--- config.mk ---
export PLATFORM = sky130hd
export DESIGN_NAME = datapath_controller
export DESIGN_NICKNAME = d
export VERILOG_FILES = /design/src/rtl/ctrl_pkg.sv /design/src/rtl/datapath_controller_instr_decoder.sv /design/src/rtl/datapath_controller.sv
export SDC_FILE = /design/constraint.sdc
export NUM_CORES = 1
export LEC_CHECK = 0
export CAP_MARGIN = 10
export CORE_UTILIZATION = 39
export DETAILED_ROUTE_END_ITERATION = 8
export GPL_TIMING_DRIVEN = 1
export PLACE_DENSITY = 0.86
export SYNTH_ARGS = -nofsm -noshare
export SYNTH_HDL_FRONTEND = slang
export SYNTH_SLANG_ARGS = --single-unit
--- constraint.sdc ---
create_clock -name clk -period 1.9 [get_ports clk]
set_input_delay 0.19 -clock clk [delete_from_list [all_inputs] [get_ports clk]]
set_output_delay 0.19 -clock clk [all_outputs]
set_load 0.01 [all_outputs]
--- src/rtl/ctrl_pkg.sv ---
// Shared constants for the datapath controller: instruction opcode/op codes,
// FSM state encodings, writeback and ALU select encodings, instruction classes.
package ctrl_pkg;

    localparam int WIDTH_DEF = 16;
    localparam int REGW_DEF  = 3;

    // Major opcodes (instr[15:13])
    localparam logic [2:0] OP_MOV = 3'b110;
    localparam logic [2:0] OP_ALU = 3'b101;

    // Sub-op codes (instr[12:11])
    localparam logic [1:0] OPX_MOVR = 2'b00;
    localparam logic [1:0] OPX_MOVI = 2'b10;
    localparam logic [1:0] OPX_ADD  = 2'b00;
    localparam logic [1:0] OPX_CMP  = 2'b01;
    localparam logic [1:0] OPX_AND  = 2'b10;
    localparam logic [1:0] OPX_MVN  = 2'b11;

    // FSM states, kept as plain constants so the encoding is fixed
    typedef logic [2:0] state_t;
    localparam state_t S_WAIT    = 3'd0;
    localparam state_t S_DECODE  = 3'd1;
    localparam state_t S_GET_A   = 3'd2;
    localparam state_t S_GET_B   = 3'd3;
    localparam state_t S_COMPUTE = 3'd4;
    localparam state_t S_WR_REG  = 3'd5;
    localparam state_t S_WR_IMM  = 3'd6;

    // Writeback mux select
    localparam logic [1:0] VSEL_C     = 2'b00;
    localparam logic [1:0] VSEL_PC    = 2'b01;
    localparam logic [1:0] VSEL_IMM8  = 2'b10;
    localparam logic [1:0] VSEL_MDATA = 2'b11;

    // ALU operation select
    localparam logic [1:0] ALU_ADD  = 2'b00;
    localparam logic [1:0] ALU_SUB  = 2'b01;
    localparam logic [1:0] ALU_AND  = 2'b10;
    localparam logic [1:0] ALU_NOTB = 2'b11;

    // Instruction classes as seen by the sequencer
    typedef enum logic [2:0] {
        CLS_MOVI = 3'd0,
        CLS_MOVR = 3'd1,
        CLS_ALU2 = 3'd2,
        CLS_CMP  = 3'd3,
        CLS_MVN  = 3'd4,
        CLS_ILL  = 3'd5
    } iclass_e;

endpackage

--- src/rtl/datapath_controller_instr_decoder.sv ---
// instr_decoder: purely combinational field extraction and classification of
// the latched instruction. Produces register fields, shift op, sign-extended
// immediates, instruction class and the ALU op to use in COMPUTE.
module instr_decoder
    import ctrl_pkg::*;
#(
    parameter int WIDTH = WIDTH_DEF,
    parameter int REGW  = REGW_DEF
) (
    input  logic [WIDTH-1:0] instr_i,
    output logic [REGW-1:0]  rn_o,
    output logic [REGW-1:0]  rd_o,
    output logic [REGW-1:0]  rm_o,
    output logic [1:0]       sh_o,
    output logic [WIDTH-1:0] sximm5_o,
    output logic [WIDTH-1:0] sximm8_o,
    output iclass_e          cls_o,
    output logic [1:0]       aluop_o
);

    logic [2:0] opcode;
    logic [1:0] op;

    assign opcode   = instr_i[15:13];
    assign op       = instr_i[12:11];
    assign rn_o     = instr_i[8 +: REGW];
    assign rd_o     = instr_i[5 +: REGW];
    assign rm_o     = instr_i[0 +: REGW];
    assign sh_o     = instr_i[4:3];
    assign sximm5_o = {{(WIDTH-5){instr_i[4]}}, instr_i[4:0]};
    assign sximm8_o = {{(WIDTH-8){instr_i[7]}}, instr_i[7:0]};

    // Classify opcode/op pair; anything not recognised is illegal
    always_comb begin
        cls_o   = CLS_ILL;
        aluop_o = ALU_ADD;
        if (opcode == OP_MOV && op == OPX_MOVI) begin
            cls_o = CLS_MOVI;
        end else if (opcode == OP_MOV && op == OPX_MOVR) begin
            cls_o = CLS_MOVR;
        end else if (opcode == OP_ALU) begin
            case (op)
                OPX_ADD: begin cls_o = CLS_ALU2; aluop_o = ALU_ADD;  end
                OPX_CMP: begin cls_o = CLS_CMP;  aluop_o = ALU_SUB;  end
                OPX_AND: begin cls_o = CLS_ALU2; aluop_o = ALU_AND;  end
                OPX_MVN: begin cls_o = CLS_MVN;  aluop_o = ALU_NOTB; end
                default: begin cls_o = CLS_ILL;  aluop_o = ALU_ADD;  end
            endcase
        end
    end

endmodule

--- src/rtl/datapath_controller.sv ---
// datapath_controller: multi-cycle sequencer for one instruction at a time.
// Latches the instruction on start in WAIT, then walks DECODE and the
// operand/compute/writeback states, driving all datapath controls as Moore
// outputs of (state, latched instruction).
// Optional: define CTRL_PERF_CNT_EN to add a retired-instruction counter port.
module datapath_controller
    import ctrl_pkg::*;
#(
    parameter int WIDTH = WIDTH_DEF,
    parameter int REGW  = REGW_DEF
) (
    input  logic             clk,
    input  logic             reset_n,
    input  logic             start,
    input  logic [WIDTH-1:0] instr,
    output logic             busy,
    output logic             done,
    output logic             illegal,
    output logic [REGW-1:0]  readnum,
    output logic [REGW-1:0]  writenum,
    output logic [1:0]       vsel,
    output logic             loada,
    output logic             loadb,
    output logic             asel,
    output logic             bsel,
    output logic [1:0]       shift,
    output logic [1:0]       ALUop,
    output logic             loadc,
    output logic             loads,
    output logic             write,
    output logic [WIDTH-1:0] sximm5,
    output logic [WIDTH-1:0] sximm8
`ifdef CTRL_PERF_CNT_EN
    ,
    output logic [15:0]      retired
`endif
);

    state_t           state_q, state_d;
    logic [WIDTH-1:0] instr_q, instr_d;

    logic [REGW-1:0]  rn, rd, rm;
    logic [1:0]       sh;
    logic [1:0]       aluop;
    iclass_e          cls;

    instr_decoder #(.WIDTH(WIDTH), .REGW(REGW)) u_dec (
        .instr_i  (instr_q),
        .rn_o     (rn),
        .rd_o     (rd),
        .rm_o     (rm),
        .sh_o     (sh),
        .sximm5_o (sximm5),
        .sximm8_o (sximm8),
        .cls_o    (cls),
        .aluop_o  (aluop)
    );

    // Next-state and instruction latch; start only matters in WAIT
    always_comb begin
        state_d = state_q;
        instr_d = instr_q;
        case (state_q)
            S_WAIT: begin
                if (start) begin
                    instr_d = instr;
                    state_d = S_DECODE;
                end
            end
            S_DECODE: begin
                case (cls)
                    CLS_MOVI:          state_d = S_WR_IMM;
                    CLS_MOVR, CLS_MVN: state_d = S_GET_B;
                    CLS_ALU2, CLS_CMP: state_d = S_GET_A;
                    default:           state_d = S_WAIT;
                endcase
            end
            S_GET_A:   state_d = S_GET_B;
            S_GET_B:   state_d = S_COMPUTE;
            S_COMPUTE: state_d = (cls == CLS_CMP) ? S_WAIT : S_WR_REG;
            S_WR_REG:  state_d = S_WAIT;
            S_WR_IMM:  state_d = S_WAIT;
            default:   state_d = S_WAIT;
        endcase
    end

    // State and latched instruction; reset aborts any instruction in flight
    always_ff @(posedge clk or negedge reset_n) begin
        if (!reset_n) begin
            state_q <= S_WAIT;
            instr_q <= '0;
        end else begin
            state_q <= state_d;
            instr_q <= instr_d;
        end
    end

    // Moore control decode: every strobe defaults low, each state names its own
    always_comb begin
        busy     = (state_q != S_WAIT);
        done     = 1'b0;
        illegal  = 1'b0;
        readnum  = '0;
        writenum = '0;
        vsel     = VSEL_C;
        loada    = 1'b0;
        loadb    = 1'b0;
        asel     = 1'b0;
        bsel     = 1'b0;
        shift    = 2'b00;
        ALUop    = ALU_ADD;
        loadc    = 1'b0;
        loads    = 1'b0;
        write    = 1'b0;
        case (state_q)
            S_DECODE: begin
                if (cls == CLS_ILL) begin
                    illegal = 1'b1;
                    done    = 1'b1;
                end
            end
            S_GET_A: begin
                readnum = rn;
                loada   = 1'b1;
            end
            S_GET_B: begin
                readnum = rm;
                loadb   = 1'b1;
            end
            S_COMPUTE: begin
                shift = sh;
                ALUop = aluop;
                // MOV reg passes B through as 0 + B
                asel  = (cls == CLS_MOVR);
                if (cls == CLS_CMP) begin
                    loads = 1'b1;
                    done  = 1'b1;
                end else begin
                    loadc = 1'b1;
                end
            end
            S_WR_REG: begin
                vsel     = VSEL_C;
                writenum = rd;
                write    = 1'b1;
                done     = 1'b1;
            end
            S_WR_IMM: begin
                vsel     = VSEL_IMM8;
                writenum = rn;
                write    = 1'b1;
                done     = 1'b1;
            end
            default: ;
        endcase
    end

`ifdef CTRL_PERF_CNT_EN
    logic [15:0] retired_q, retired_d;

    assign retired_d = (done && !illegal) ? retired_q + 16'd1 : retired_q;
    assign retired   = retired_q;

    // Count legally completed instructions, wrapping at 16 bits
    always_ff @(posedge clk or negedge reset_n) begin
        if (!reset_n) retired_q <= '0;
        else          retired_q <= retired_d;
    end
`endif

endmodule

After elaboration in Yosys (flattened, before gate mapping)

Cells that the tools add are included.
Widths: inputs -> output; s select.

Equality and inequality tests: 17
Mux-type cells: 28
Reductions and logical operators: 11

Operator list:

| kind               | count |
|---|---|
| $eq 3x3->1 const B | 7 |
| $pmux 3 s3         | 2 |
| $mux 3             | 5 |
| $pmux 3 s5         | 1 |
| $eq 3x2->1 const B | 4 |
| $mux 2             | 6 |
| $pmux 3 s2         | 2 |
| $mux 1             | 10 |
| $pmux 2 s4         | 1 |
| $reduce_or 2->1    | 4 |
| $eq 3x1->1 const B | 2 |
| $logic_not 3->1    | 2 |
| $eq 2x2->1 const B | 2 |
| $pmux 1 s3         | 1 |
| $reduce_bool 3->1  | 1 |
| $eq 2x1->1 const B | 1 |
| $logic_and 1x1->1  | 2 |
| $logic_not 2->1    | 1 |
| $ne 2x2->1 const B | 1 |
| $reduce_and 2->1   | 1 |

Register bits after elaboration: 19
Input port bits: 19

Depth between registers and ports, before layout

Gate-level depths: netlist (run 1).

Depth after elaboration: 10
Gate-level depth with buffers: 5

Modules after synthesis

From an unflattened synthesis (run 1), not the netlist that was laid out.

Cells, all modules: 145
Area total of the unflattened synthesis: 1,470.2 µm²

Modules (own cells, without submodules):

| module              | instances | cells each | area an instance (µm²) |
|---|---|---|---|
| datapath_controller | 1         | 91         | 1,073.5 |
| instr_decoder       | 1         | 54         | 396.6 |

Worst setup path after synthesis (run 1)

No wires, ideal clock.

Path kind: register to output
From: reg state_q[1]
To: out done
Data arrival time: 1,477 ps
Slack: 233 ps
Cell stages (with the launch flop): 5
Buffers on the path: 1
Path through: dfrtp_1 -> buf_2 -> or3b_1 -> nor3_1 -> a211o_1

Cells in the longest elaborated chain, start to end: 3
Elaborated cells between the ends (all ways): 6

Ends and longest elaborated chain:

| element                          | RTL line                   | text |
|---|---|---|
| start, declared                  | datapath_controller.sv:39  | `state_t state_q, state_d;` |
| start signal, assigned           | datapath_controller.sv:93  | `state_q <= state_d;` |
| $eq 3x3->1                       | datapath_controller.sv:115 | `case (state_q)` |
| $reduce_or 2->1 (no source line) | n/a                        |  |
| $pmux 1 s3 *                     | datapath_controller.sv:115 |  |
| end, declared                    | datapath_controller.sv:17  | `output logic done,` |

Mark *: on every way between the ends. The rest lies on a longest branch, timed or not.

Worst setup path in the final report (run 1)

From: reg state_q[0]
To: out done

Same word-level chain as after synthesis.

==> out/metrics.cfg, run 1 <==
[run_status]
outcome=complete, no violations

[worst_hold_path]
hold_class=primary input to async pin

[clocking]
h-tree-depth=1
cts_sinks=19
worstSkewPairLatency_ns=0.30
cts.path.max_buffers=2
ctsRootBufferMaster=clkbuf_4
ctsHoldBuffers=0
cts_tree=yes
clk_pin_slew_ns=0.11
cts_buffers=3

[worst_setup_path]
cp-endpoint=done
critical_path_class=flop to output pin
worstPathArrival_ns=1.66
r2r-start=state_q[2]
cp-end-kind=output pin
reg2regPathDepth=4
reg2reg_to=instr_q[15]
startpoint=state_q[0]
crit_fanout=2
rrSetupSlack_ns=0.07
startpoint_type=flop
worstPathRequired_ns=1.71

[routing]
via_count=1082
vias_per_cell=4.79
drc=0
ant_nets=0
wire_per_inst_microns=15.3
wirelength_mm=3.45
first_iter_violations=36
firstDrtPassIters=4

[global_route]
grt_pass1_wl_mm=5.05
grt_pass1_vias=1034
gr-total-overflow=0
grtUsageTotal_pct=18.8
antenna_found_initial=0
grt_max_degree=20

[yosys]
synth_area_per_cell_sq_um=10.7
ys_seq_area_share_pct=34.8
netlist_area_sq_um=1370
ys_warn_count=0
synthCells=128
ys_types=35
yosys_register_bits=19

[timing]
holdWs_ns=0.205
fin_crit_ns=1.85
fin_crit_sh_pct=97.2
setup_viol=0
hold_viol=0
rsz0062_at_grt=true
max_freq_ghz=0.541
drv_slew=0
fin_worst_skew_ns=0.00542

[pwr]
netSwitchingFraction_pct=39.2
comb_power_share_pct=69.8
power_density_nw_per_um2=1810
intPower_w=0.00221
ir_drop_mv=0.742
p_sw_w=0.00143
clockPowerShare_pct=5.6
seq_power_share_pct=24.6
p_leak_nw=0.954

[flow_run]
drv_cap=0

[finish]
layout_commonest_cell=clkdlybuf4s50_1
fin_cells=226
fillers=297
area_growth_pct=47.0
fin_nets=200
drive_above_1_share_pct=32.8
antenna_cells=0
layout_common_cells=50 x clkdlybuf4s50_1, 18 x dfrtp_1, 14 x buf_4, 10 x mux2_4, 8 x dlygate4sd2_1

[placed_design]
gp_congestion=0.883
io_buffers=70
dp_cells=216
hpwlAfterDp_mm=2.50

[floorplan]
die_w_microns=61.2
die_height_microns=61.2
die_area_sq_um=3740
core_area_sq_um=3340
rows=21
pin_count=73
initial_core_util_pct=40.9

## layout make-up
| type | instances | area, sq um | share of cell area (%) |
|---|---|---|---|
| inverters | 2 | 7.51 | 0.374 |
| repair buffers | 87 | 801 | 39.9 |
| multi-input cells | 68 | 638 | 31.8 |
| well taps | 46 | 57.6 | 2.87 |
| clock inverters | 1 | 5.00 | 0.249 |
| flip-flops and latches | 19 | 477 | 23.7 |
| clock buffers | 3 | 22.5 | 1.12 |
## Yosys cell counts, drive strengths merged
master,count,area (sq um)
or3b,3,26.3
and3,2,12.5
nand4b,1,8.76
nor3b,1,7.51
nor2b,6,37.5
nand2b,2,12.5
and2,2,12.5
a32o,1,10.0
conb,1,3.75
mux2,16,218
nor2,8,46.3
a22o,3,26.3
o21a,3,22.5
dfrtp,19,475
a21o,1,7.51
a221o,1,10.0
clkbuf,2,8.75
inv,2,7.51
nor3,5,25.0
o221ai,1,8.76
a22oi,3,22.5
or4bb,1,11.3
mux2i,1,10.0
or3,1,11.3
buf,38,297
a211o,1,8.76
o21ai,2,10.0
and4,1,8.76
## power by group through the flow
stage	combinational, W	sequential (W)	clock (W)
floorplan	0.00173	0.000787	0
global placement	0.00234	0.000859	0
detailed placement	0.00239	0.000892	0
CTS	0.00246	0.000876	0.000211
global route	0.00272	0.000942	0.000231
finish	0.00254	0.000895	0.000205
## per-stage QoR
stage          total power (W)  worst slack [ns]  utilization, %  setup TNS [ns]  cell area, sq um
2_1_floorplan          0.00252             0.233               -               0              1370
3_3_place_gp           0.00320            0.0605            57.1               0              1910
3_5_place_dp           0.00328           -0.0503            57.1         -0.0503              1910
4_1_cts                0.00354           -0.0582            58.9          -0.115              1970
5_1_grt                0.00389           -0.0312            60.2         -0.0312              2010
6_report               0.00364            0.0528            60.2               0              2010
## registers in the layout, summed over array words and instances, names as in the netlist
name	cells
instr_q	16
state_q	3
## layer usage
metal	global-route usage (%)	routed length, microns	up-vias
met5	0	0	-
met4	8.44	89	0
met3	5.04	223	11
met2	34.3	1800	46
met1	20.3	1340	510
li1	-	-	515
## logic make-up after synthesis
| kind of cell | count (synthesis) | synth area share, % |
|---|---|---|
| compound gates | 16 | 9.25 |
| buf+inv | 42 | 22.9 |
| flops | 19 | 34.8 |
| mux | 17 | 16.7 |
| other cells | 1 | 0.274 |
| simple gates | 33 | 16.1 |
## worst max-delay path, stage by stage, from the launching register on
cell and delay (ns):
dfrtp_1 0.42, buf_6 0.13, or3b_4 0.41, nor3_4 0.14, a211o_1 0.15, buf_6 0.10
## what timing repair did
item                                    CTS  global route
buffers inserted                          4             2
pin swaps                                 0             5
resized for setup                        38            22
endpoints found under the setup margin   20            12
## worst min path at each step
stage / start / end / depth (start not counted)
3_5_place_dp: instr_q[6] / instr_q[6] / 1
3_3_place_gp: instr_q[6] / instr_q[6] / 1
4_1_cts: reset_n / state_q[0] / 2
2_1_floorplan: reset_n / instr_q[0] / 0
5_1_grt: reset_n / state_q[0] / 2
6_report: reset_n / state_q[1] / 2
Power figures use the tool's default switching activity.
==> run 2: changes to the inputs <==
Settings changed: CTS_CLUSTER_SIZE set to 30.
==> results of run 2 <==
No change in the layout: final DEF, timing and power equal those of run 1.
==> run 3: changes to the inputs <==
Settings changed: ABC_CLOCK_PERIOD_IN_PS set to 1900, CAP_MARGIN 10 to not set.
==> results of run 3 <==
No change in the layout: final DEF, timing and power equal those of run 1.
